$ cat config.mk
export PLATFORM = sky130hd
export DESIGN_NAME = inv_mix_columns_seq
export DESIGN_NICKNAME = d
export VERILOG_FILES = /design/src/rtl/aes_pkg.sv /design/src/rtl/inv_mix_column_word.sv /design/src/rtl/inv_mix_columns_seq.sv
export SDC_FILE = /design/constraint.sdc
export NUM_CORES = 1
export LEC_CHECK = 0
export ABC_CLOCK_PERIOD_IN_PS = 14800
export CORE_MARGIN = 1
export CORE_UTILIZATION = 57
export CTS_BUF_LIST = sky130_fd_sc_hd__clkbuf_8 sky130_fd_sc_hd__clkbuf_16
export CTS_CLUSTER_SIZE = 16
export DETAILED_ROUTE_END_ITERATION = 10
export MAX_ROUTING_LAYER = met4
export PLACE_DENSITY = 0.84
export SYNTH_ARGS = -nofsm -noshare
export SYNTH_HDL_FRONTEND = slang
export SYNTH_SLANG_ARGS = --single-unit
$ cat constraint.sdc
create_clock -name clk -period 14.8 [get_ports clk]
set_clock_uncertainty 0.2 [all_clocks]
set_input_delay 3.7 -clock clk [delete_from_list [all_inputs] [get_ports clk]]
set_output_delay 3.7 -clock clk [all_outputs]
set_load 0.005 [all_outputs]
$ cat src/rtl/aes_pkg.sv
// Shared AES constants, GF(2^8) helpers and FSM state type for the MixColumns datapath.
package aes_pkg;

    localparam int unsigned NUM_COLS = 4;
    localparam int unsigned CNT_W    = $clog2(NUM_COLS);
    localparam int unsigned BYTE_W   = 8;
    localparam int unsigned COL_W    = NUM_COLS * BYTE_W;
    localparam int unsigned STATE_W  = NUM_COLS * COL_W;

    localparam logic [BYTE_W-1:0] POLY = 8'h1B;

    typedef enum logic [1:0] {IDLE, BUSY, DONE} fsm_state_t;

    // Multiply by x, reduced modulo x^8+x^4+x^3+x+1.
    function automatic logic [BYTE_W-1:0] xtime(input logic [BYTE_W-1:0] a);
        return {a[BYTE_W-2:0], 1'b0} ^ (a[BYTE_W-1] ? POLY : BYTE_W'(0));
    endfunction

    function automatic logic [BYTE_W-1:0] gf_mul_09(input logic [BYTE_W-1:0] a);
        logic [BYTE_W-1:0] x2, x4, x8;
        x2 = xtime(a);
        x4 = xtime(x2);
        x8 = xtime(x4);
        return x8 ^ a;
    endfunction

    function automatic logic [BYTE_W-1:0] gf_mul_0b(input logic [BYTE_W-1:0] a);
        logic [BYTE_W-1:0] x2, x4, x8;
        x2 = xtime(a);
        x4 = xtime(x2);
        x8 = xtime(x4);
        return x8 ^ x2 ^ a;
    endfunction

    function automatic logic [BYTE_W-1:0] gf_mul_0d(input logic [BYTE_W-1:0] a);
        logic [BYTE_W-1:0] x2, x4, x8;
        x2 = xtime(a);
        x4 = xtime(x2);
        x8 = xtime(x4);
        return x8 ^ x4 ^ a;
    endfunction

    function automatic logic [BYTE_W-1:0] gf_mul_0e(input logic [BYTE_W-1:0] a);
        logic [BYTE_W-1:0] x2, x4, x8;
        x2 = xtime(a);
        x4 = xtime(x2);
        x8 = xtime(x4);
        return x8 ^ x4 ^ x2;
    endfunction

endpackage

$ cat src/rtl/inv_mix_column_word.sv
// Single-column InvMixColumns (0e 0b 0d 09 matrix); forward MixColumns selectable
// through `mode` when INV_MIX_FWD_MODE_EN is defined.
module inv_mix_column_word
    import aes_pkg::*;
(
`ifdef INV_MIX_FWD_MODE_EN
    input  logic             mode,
`endif
    input  logic [COL_W-1:0] col_in,
    output logic [COL_W-1:0] col_out
);

    // Row 0 of each matrix; other rows reuse it on a byte-rotated column.
    function automatic logic [BYTE_W-1:0] inv_row(input logic [COL_W-1:0] w);
        return gf_mul_0e(w[31:24]) ^ gf_mul_0b(w[23:16]) ^ gf_mul_0d(w[15:8]) ^ gf_mul_09(w[7:0]);
    endfunction

    logic [COL_W-1:0] rot1, rot2, rot3;
    logic [COL_W-1:0] inv_col;

    assign rot1 = {col_in[23:0], col_in[31:24]};
    assign rot2 = {col_in[15:0], col_in[31:16]};
    assign rot3 = {col_in[7:0],  col_in[31:8]};

    assign inv_col = {inv_row(col_in), inv_row(rot1), inv_row(rot2), inv_row(rot3)};

`ifdef INV_MIX_FWD_MODE_EN
    function automatic logic [BYTE_W-1:0] fwd_row(input logic [COL_W-1:0] w);
        return xtime(w[31:24]) ^ xtime(w[23:16]) ^ w[23:16] ^ w[15:8] ^ w[7:0];
    endfunction

    logic [COL_W-1:0] fwd_col;
    assign fwd_col = {fwd_row(col_in), fwd_row(rot1), fwd_row(rot2), fwd_row(rot3)};
    assign col_out = mode ? fwd_col : inv_col;
`else
    assign col_out = inv_col;
`endif

endmodule

$ cat src/rtl/inv_mix_columns_seq.sv
// Iterative InvMixColumns: one column per clock through a shared column unit.
// Define INV_MIX_FWD_MODE_EN to add a `mode` port selecting forward MixColumns.
module inv_mix_columns_seq
    import aes_pkg::*;
(
    input  logic               clk,
    input  logic               rst,
    input  logic               in_valid,
    output logic               in_ready,
    input  logic [0:STATE_W-1] in_state,
    output logic               out_valid,
    input  logic               out_ready,
    output logic [0:STATE_W-1] out_state
`ifdef INV_MIX_FWD_MODE_EN
    ,
    input  logic               mode
`endif
);

    fsm_state_t         state;
    logic [CNT_W-1:0]   col;
    logic [0:STATE_W-1] work;
    logic               live;
    logic               accept;
    logic [COL_W-1:0]   col_in;
    logic [COL_W-1:0]   col_out;
`ifdef INV_MIX_FWD_MODE_EN
    logic               mode_q;
`endif

    // Ready is held low for the first cycle out of reset via `live`.
    assign in_ready = live && ((state == IDLE) || ((state == DONE) && out_ready));
    assign accept   = in_valid && in_ready;

    always_comb begin
        col_in = work[0 +: COL_W];
        for (int c = 1; c < NUM_COLS; c++) begin
            if (col == CNT_W'(c)) col_in = work[c*COL_W +: COL_W];
        end
    end

    inv_mix_column_word u_word (
`ifdef INV_MIX_FWD_MODE_EN
        .mode    (mode_q),
`endif
        .col_in  (col_in),
        .col_out (col_out)
    );

    always_ff @(posedge clk or posedge rst) begin
        if (rst) begin
            state     <= IDLE;
            col       <= '0;
            work      <= '0;
            live      <= 1'b0;
            out_valid <= 1'b0;
            out_state <= '0;
`ifdef INV_MIX_FWD_MODE_EN
            mode_q    <= 1'b0;
`endif
        end else begin
            live <= 1'b1;
            // Capture covers both IDLE and the DONE-with-handshake overlap.
            if (accept) begin
                work  <= in_state;
                col   <= '0;
                state <= BUSY;
`ifdef INV_MIX_FWD_MODE_EN
                mode_q <= mode;
`endif
            end
            case (state)
                IDLE: ;
                BUSY: begin
                    for (int c = 0; c < NUM_COLS; c++) begin
                        if (col == CNT_W'(c)) work[c*COL_W +: COL_W] <= col_out;
                    end
                    col <= col + CNT_W'(1);
                    if (col == CNT_W'(NUM_COLS - 1)) begin
                        state     <= DONE;
                        out_valid <= 1'b1;
                        out_state <= {work[0:STATE_W-COL_W-1], col_out};
                    end
                end
                DONE: begin
                    if (out_ready) begin
                        out_valid <= 1'b0;
                        if (!accept) state <= IDLE;
                    end
                end
                default: state <= IDLE;
            endcase
        end
    end

endmodule

Yosys cells after proc, flatten, opt, wreduce, memory -nomap -nowiden
Index checks and enable logic that the tools add are counted.

storage, ports and cells
  word-level logic and storage cells = 103
  input port bits = 132
  bits in registers = 262

cells by class
  add/subtract/negate cells = 1
  reduce and logical (&&, ||, !) cells = 10
  mux-type cells = 31
  equal/unequal tests = 7
  bitwise gates (word level) = 48

operator list
  cell                                                             count
  8-bit XOR                                                        48
  128-bit 2-to-1 mux                                               2
  32-bit 2-to-1 mux                                                7
  5-bit 2-to-1 mux                                                 12
  2-bit 2-to-1 mux                                                 6
  2-bit == test, second input constant                             3
  2-bit case mux with 3 select lines                               1
  2-bit by 1-bit == test with 1-bit output, second input constant  2
  2-bit logical NOT                                                2
  2-bit inequality test, second input constant                     2
  2-bit nonzero test                                               2
  1-bit logical AND                                                3
  3-bit AND reduction                                              1
  2-bit by 1-bit adder with 2-bit output, second input constant    1
  1-bit 2-to-1 mux                                                 2
  1-bit case mux with 2 select lines                               1
  2-bit AND reduction                                              1
  1-bit logical OR                                                 1

Longest topological paths before layout
Gate-level depths: netlist of run 1.

  word-level depth = 17
  gate-level depth with buffers = 14
  mapped depth without buffers = 10

Hierarchy
From an unflattened synthesis of run 1, not the netlist that was laid out.

second synthesis, totals
  cell total of the unflattened synthesis = 1397
  area total of the unflattened synthesis = 15108.2 um^2

by module, submodules not included
  module               cells an instance  instances  area an instance (um^2)
  inv_mix_columns_seq  1181               1          12812.3
  inv_mix_column_word  216                1          2296.0

Worst setup path after synthesis of run 1
No wires, ideal clock.

  path type = in2out
  start point = input port out_ready
  end point = output port in_ready
  required time = 10900 ps
  setup slack = 6879 ps
  arrival time = 4021 ps
  stages on the path = 2
  path through = nand2b_1 -> and3b_1

between the ends
  longest elaborated chain between the ends = 3

RTL lines
  what               line                       source
  start, declared    inv_mix_columns_seq.sv:12  input logic out_ready,
  1-bit logical AND  inv_mix_columns_seq.sv:32  assign in_ready = live && ((state == IDLE) || ((state == DONE) && out_ready));
  1-bit logical OR   inv_mix_columns_seq.sv:32
  1-bit logical AND  inv_mix_columns_seq.sv:32
  end, declared      inv_mix_columns_seq.sv:9   output logic in_ready,

No other way between the ends.

Final worst setup path of run 1
Ends and elaborated chain as after synthesis.

==> results of run 1 <==
metal layers:
| layer | vias up | share of wire | track usage |
|---|---|---|---|
| met5 | - | 0 | - |
| met4 | 0 | 0.038 | 0.128 |
| met3 | 108 | 0.10 | 0.0831 |
| met2 | 693 | 0.46 | 0.567 |
| met1 | 6025 | 0.40 | 0.504 |
| li1 | 5603 | - | - |
worst paths after layout:
check | to | slack, ns | cells past startpoint
min in group asynchronous | work[42]$_DFF_PP0_ | 3.51 | 2
max in group asynchronous | work[101]$_DFF_PP0_ | 9.32 | 3
max | in_ready | 5.83 | 4
min reg2reg | out_state[40]$_DFFE_PP0P_ | 0.27 | 2
min | out_state[40]$_DFFE_PP0P_ | 0.27 | 2
max reg2reg | work[42]$_DFF_PP0_ | 9.24 | 11
cell type report:
class | instances | area (um^2)
fillers | 1788 | 6490
inverters | 53 | 206
diodes | 1 | 2.50
clock buffers | 30 | 717
clock inverters | 18 | 174
repair buffers | 284 | 2790
multi-input cells | 1184 | 6980
flip-flops and latches | 262 | 6560
well taps | 324 | 405
cells in the mapped netlist (9+ instances only):
| cell | count | area [um^2] |
|---|---|---|
| xnor3_1 | 23 | 518 |
| xor2_1 | 35 | 307 |
| a21oi_1 | 9 | 45.0 |
| inv_1 | 53 | 199 |
| a31oi_1 | 93 | 582 |
| clkbuf_1 | 89 | 334 |
| xnor2_1 | 148 | 1300 |
| mux2i_1 | 48 | 480 |
| dfrtp_1 | 262 | 6560 |
| a222oi_1 | 21 | 210 |
| nand2_1 | 562 | 2110 |
| buf_2 | 12 | 60.1 |
| nor2_1 | 120 | 450 |
| o21ai_0 | 61 | 305 |
| o21ai_1 | 14 | 70.1 |
worst min-delay path: stages (launching register included):
cell     delay, ns
dfrtp_1       0.34
nand2_1       0.05
nand2_1       0.05
flip-flops by register name (all words and copies together), names as in the netlist:
signal and flops:
col 2, live 1, out_state 128, out_valid 1
work 128, state 2
per-stage QoR:
stage | setup WS, ns | area, um^2
4_1_cts | 5.82 | 17800
3_3_place_gp | 5.84 | 16900
6_report | 5.83 | 17800
2_1_floorplan | 3.69 | 14200
3_5_place_dp | 5.82 | 16900
5_1_grt | 5.77 | 17800
layout by cell type (no fill, tap or decap), drive strengths merged, types with 8 or more instances in the layout:
cell	count
a21oi	9
a222oi	21
a31oi	93
buf	23
clkbuf	30
clkdlybuf4s50	261
clkinv	9
dfrtp	262
inv	59
mux2	8
mux2i	49
nand2	562
nor2	121
o21ai	75
xnor2	152
xnor3	25
xor2	36
logic make-up after synthesis:
kind of cell | count (synthesis)
simple gates | 699
flops | 262
xor+xnor | 215
compound gates | 207
buf+inv | 163
mux | 57
fa+ha+maj | 5
other cells | 1
==> flow_metrics.env, run 1 <==
export IMPL_status="finished, final reports clean"
export IMPL_num_rows=57
export IMPL_fin_util=0.733
export IMPL_syn_area_mm2=0.0142
export IMPL_dieArea_mm2=0.0255
export IMPL_syn_inst=1609
export IMPL_port_buffers=261
export IMPL_area_growth_pct=25.8
export IMPL_synthMuxAreaShare=0.0412
export IMPL_grt_setup_unrepaired="false"
export IMPL_die_x_um=160
export IMPL_synth_edf_count=0
export IMPL_critPathCaptureType="primary output"
export IMPL_critPathTopFamily="buffers and inverters"
export IMPL_path_buf_inv=2
export IMPL_synthSimpleGateAreaFrac=0.189
export IMPL_cts_clk_slew_worst_paths_ns=0.06
export IMPL_critPathMaxStageDelay_ns=0.53
export IMPL_routed_wl_mm=46.3
export IMPL_fin_crit_sh=0.606
export IMPL_post_cts_buffers=0
export IMPL_synth_top_family_by_area="simple AND/OR/NAND/NOR gates"
export IMPL_vias=12400
export IMPL_vias_per_cell=5.76
export IMPL_io_pins=262
export IMPL_synth_seq_cells=262
export IMPL_crit_start="out_ready"
export IMPL_drt_pass1_iterations=6
export IMPL_cp_start_kind="input port"
export IMPL_cts_buffers=27
export IMPL_antenna_found_initial=1
export IMPL_drt_iter0_markers=1406
export IMPL_cp_slowest_cell="clkdlybuf4s50_1"
export IMPL_yosysSeqAreaShare=0.463
export IMPL_cts_tree="yes"
export IMPL_initial_core_util=0.583
export IMPL_required_ns=10.90
export IMPL_grt_max_degree=140
export IMPL_setup_tns_ns=0
export IMPL_grt_pass1_vias=12100
export IMPL_crit_top_cell="clkdlybuf4s50_1"
export IMPL_core_area_mm2=0.0243
export IMPL_drive_gt1_frac=0.0535
export IMPL_placed_cells=2107
export IMPL_instances_no_fill=2156
export IMPL_maxSlewHeadroom=0.159
export IMPL_finalCriticalPeriod_ns=8.97
export IMPL_drc=0
export IMPL_async_reset_ff_frac=1.00
export IMPL_htreeDepth=1
export IMPL_syn_nets=1746
export IMPL_synth_ff_type="dfrtp_1"
export IMPL_syn_avg_cell_area_um2=8.81
export IMPL_worst_slew_pin_slew_ns=1.26
export IMPL_grt_pass1_wl_mm=70.7
export IMPL_grt_overflow_total=0
export IMPL_gp_congestion=0.937
export IMPL_cts_buffer_depth=3
export IMPL_cts_sinks=262
export IMPL_worstSetupPathType="in -> out"
export IMPL_whs_ns=0.273
export IMPL_nNetsFinal=1949
export IMPL_cts_repair_resized=0
export IMPL_yosysUniqueCellTypes=40
export IMPL_finalSetupViolations=0
export IMPL_clock_latency_ns=0.56
export IMPL_synthAdderAreaFrac=0.00441
export IMPL_fp_dieH_um=160
export IMPL_crit_fanout=3
export IMPL_critPathArrivalTime_ns=5.07
export IMPL_fmaxAchievable_mhz=111
export IMPL_detail_route_antenna_nets=0
export IMPL_finalHoldViolCount=0
export IMPL_wl_per_cell_um=21.5
export IMPL_synth_compound_area_frac=0.0920
export IMPL_min_delay_start="out_state[40]$_DFFE_PP0P_"
export IMPL_regToRegStartpoint="col[0]$_DFFE_PP0P_"
export IMPL_max_cap_violations=0
export IMPL_yosysWarnings=0
export IMPL_synth_xor_area_frac=0.163
export IMPL_gr_usage_all_layers=0.376
export IMPL_root_buffer="clkbuf_16"
export IMPL_hp_class="reg -> reg"
export IMPL_maxSlewViolCount=0
export IMPL_path_cells="clkdlybuf4s50_1 -> nand2b_1 -> and3b_1 -> clkdlybuf4s50_1"
export IMPL_ctsHoldBuffers=0
export IMPL_hpwl_mm=33.2
Power of run 1 is not shown: default switching activity piles up to over one toggle a cycle in this logic, so the estimate is an artifact.
==> inputs of run 2 (changes only) <==
--- a/config.mk
+++ b/config.mk
@@ -5,14 +5,14 @@
 export SDC_FILE = /design/constraint.sdc
 export NUM_CORES = 1
 export LEC_CHECK = 0
-export ABC_CLOCK_PERIOD_IN_PS = 14800
+export ABC_CLOCK_PERIOD_IN_PS = 8100
 export CORE_MARGIN = 1
-export CORE_UTILIZATION = 57
+export CORE_UTILIZATION = 48
 export CTS_BUF_LIST = sky130_fd_sc_hd__clkbuf_8 sky130_fd_sc_hd__clkbuf_16
 export CTS_CLUSTER_SIZE = 16
 export DETAILED_ROUTE_END_ITERATION = 10
 export MAX_ROUTING_LAYER = met4
-export PLACE_DENSITY = 0.84
+export PLACE_DENSITY = 0.75
 export SYNTH_ARGS = -nofsm -noshare
 export SYNTH_HDL_FRONTEND = slang
 export SYNTH_SLANG_ARGS = --single-unit
==> constraint.sdc (replaced) <==
create_clock -name clk -period 8.1 [get_ports clk]
set_clock_uncertainty 0.2 [all_clocks]
set_input_delay 2.025 -clock clk [delete_from_list [all_inputs] [get_ports clk]]
set_output_delay 2.025 -clock clk [all_outputs]
set_load 0.005 [all_outputs]
==> run 2 against run 1 <==
- the flow now finishes with violations (design-rule violations)
- largest cell class unchanged
- core utilization down 11 points
- worst setup slack worse by 3.4 ns
- hold slack about the same
- clock-buffer cell count up 6
- final cell count up 3.0%
- global-route usage down 5.5 points
- flip-flop and latch count unchanged
- critical path depth unchanged
- sequential share of layout area down 0.44 points
- final area up 1.2%
- via count down 0.51%
- first-iteration DRC count up 18%
==> flow_metrics.env, run 2 (same netlist as run 1, synthesis figures left out) <==
export IMPL_cp_start_kind="input port"
export IMPL_reg2reg_to="work[58]$_DFF_PP0_"
export IMPL_cts_tree="yes"
export IMPL_drive_gt1_frac=0.0566
export IMPL_reg2reg_depth=11
export IMPL_antenna_found_initial=0
export IMPL_regToRegStartpoint="col[0]$_DFFE_PP0P_"
export IMPL_drt_iter0_markers=1664
export IMPL_finalCriticalPeriod_ns=5.62
export IMPL_ff2ff_setup_slack_ns=2.85
export IMPL_maxSlewViolCount=0
export IMPL_wl_per_cell_um=21.3
export IMPL_wl_met2_mm=20.8
export IMPL_fp_dieH_um=174
export IMPL_worstSetupPathType="in -> out"
export IMPL_required_ns=5.88
export IMPL_reg_top3="out_state x128, work x128"
export IMPL_area_growth_pct=27.3
export IMPL_die_x_um=174
export IMPL_root_buffer="clkbuf_16"
export IMPL_hp_class="reg -> reg"
export IMPL_min_delay_start="out_state[18]$_DFFE_PP0P_"
export IMPL_pre_cts_ws_ns=2.47
export IMPL_antennaDiodeCount=0
export IMPL_initial_core_util=0.491
export IMPL_hpwl_mm=34.0
export IMPL_post_cts_buffers=0
export IMPL_htreeDepth=1
export IMPL_cts_sinks=262
export IMPL_fmaxAchievable_mhz=178
export IMPL_critPathCaptureType="primary output"
export IMPL_setup_tns_ns=0
export IMPL_gp_congestion=0.946
export IMPL_grt_overflow_total=0
export IMPL_final_common_cell="nand2_1"
export IMPL_grt_pass1_vias=11900
export IMPL_port_buffers=261
export IMPL_grt_setup_unrepaired="false"
export IMPL_stdcell_area_mm2=0.0180
export IMPL_met1_length_mm=20.7
export IMPL_vias_per_cell=5.57
export IMPL_hold_path_depth=2
export IMPL_max_cap_violations=0
export IMPL_status="complete, but fails checks"
export IMPL_drt_pass1_iterations=11
export IMPL_dieArea_mm2=0.0302
export IMPL_finalHoldViolCount=0
export IMPL_crit_fanout=3
export IMPL_fin_crit_sh=0.694
export IMPL_top_layer_used="met4"
export IMPL_wl_met3_mm=4.24
export IMPL_routed_wl_mm=47.3
export IMPL_gr_usage_all_layers=0.321
export IMPL_grt_max_degree=176
export IMPL_hold_end="out_state[18]$_DFFE_PP0P_"
export IMPL_placed_area_mm2=0.0170
export IMPL_cts_buffers=28
export IMPL_layout_common_cells="nand2_1 (557), dfrtp_1 (262), clkdlybuf4s50_1 (261), xnor2_1 (148), nor2_1 (119)"
export IMPL_cts_buffer_depth=3
export IMPL_critPathArrivalTime_ns=3.40
export IMPL_grt_pass1_wl_mm=71.4
export IMPL_nNetsFinal=1953
export IMPL_core_area_mm2=0.0289
export IMPL_clock_latency_ns=0.57
export IMPL_cts_repair_resized=0
export IMPL_maxSlewHeadroom=0.199
export IMPL_ctsHoldBuffers=0
export IMPL_detail_route_antenna_nets=0
export IMPL_cts_clk_slew_worst_paths_ns=0.06
export IMPL_num_rows=62
export IMPL_worst_slew_pin_slew_ns=1.20
export IMPL_worst_slack_ns=2.48
export IMPL_vias=12400
export IMPL_finalSetupViolations=0
export IMPL_io_pins=262
export IMPL_drc=2
export IMPL_violations="design-rule violations"
[run 2: changes by cell type in the layout (fill, tap and decap cells not counted), sizes merged]
cell / previous run / this run
buf: 23 / 26
bufinv: 3 / 4
clkbuf: 30 / 36
clkinv: 9 / 5
clkinvlp: 0 / 2
diode: 1 / 0
inv: 59 / 56
[run 2: layout make-up]
cell class	count	area [um^2]
well taps	384	480
fillers	2450	10800
flip-flops and latches	262	6560
clock inverters	14	193
repair buffers	287	2820
inverters	53	203
clock buffers	36	811
multi-input cells	1184	6980
[run 2: how the worst max path moves through the flow]
stage / slack, ns / depth (start not counted) / startpoint / to
final: 2.48 / 4 / out_ready / in_ready
after CTS: 2.47 / 4 / out_ready / in_ready
after global placement: 2.49 / 4 / out_ready / in_ready
after floorplan: 2.42 / 1 / rst / col[0]$_DFFE_PP0P_
after global routing: 2.42 / 4 / out_ready / in_ready
after detailed placement: 2.47 / 4 / out_ready / in_ready
[run 2: worst max-delay path, cell delays in order]
cell             delay, ns
clkdlybuf4s50_1       0.47
nand2b_1              0.11
and3b_1               0.25
clkdlybuf4s50_1       0.54
[run 2: routing by layer]
layer | GRT usage | up-vias
met4 | 0.101 | 0
met2 | 0.467 | 596
met5 | - | -
met1 | 0.454 | 6064
met3 | 0.0596 | 84
li1 | - | 5621
[run 2: per-stage QoR]
step	hold WS (ns)	util	cells
finish	0.273	0.625	2220
CTS	0.277	0.625	2220
global placement	0.259	0.590	2170
floorplan	0.255	-	1609
global route	0.296	0.625	2220
detailed placement	0.262	0.590	2170
Power of run 2 is left out for the same reason.
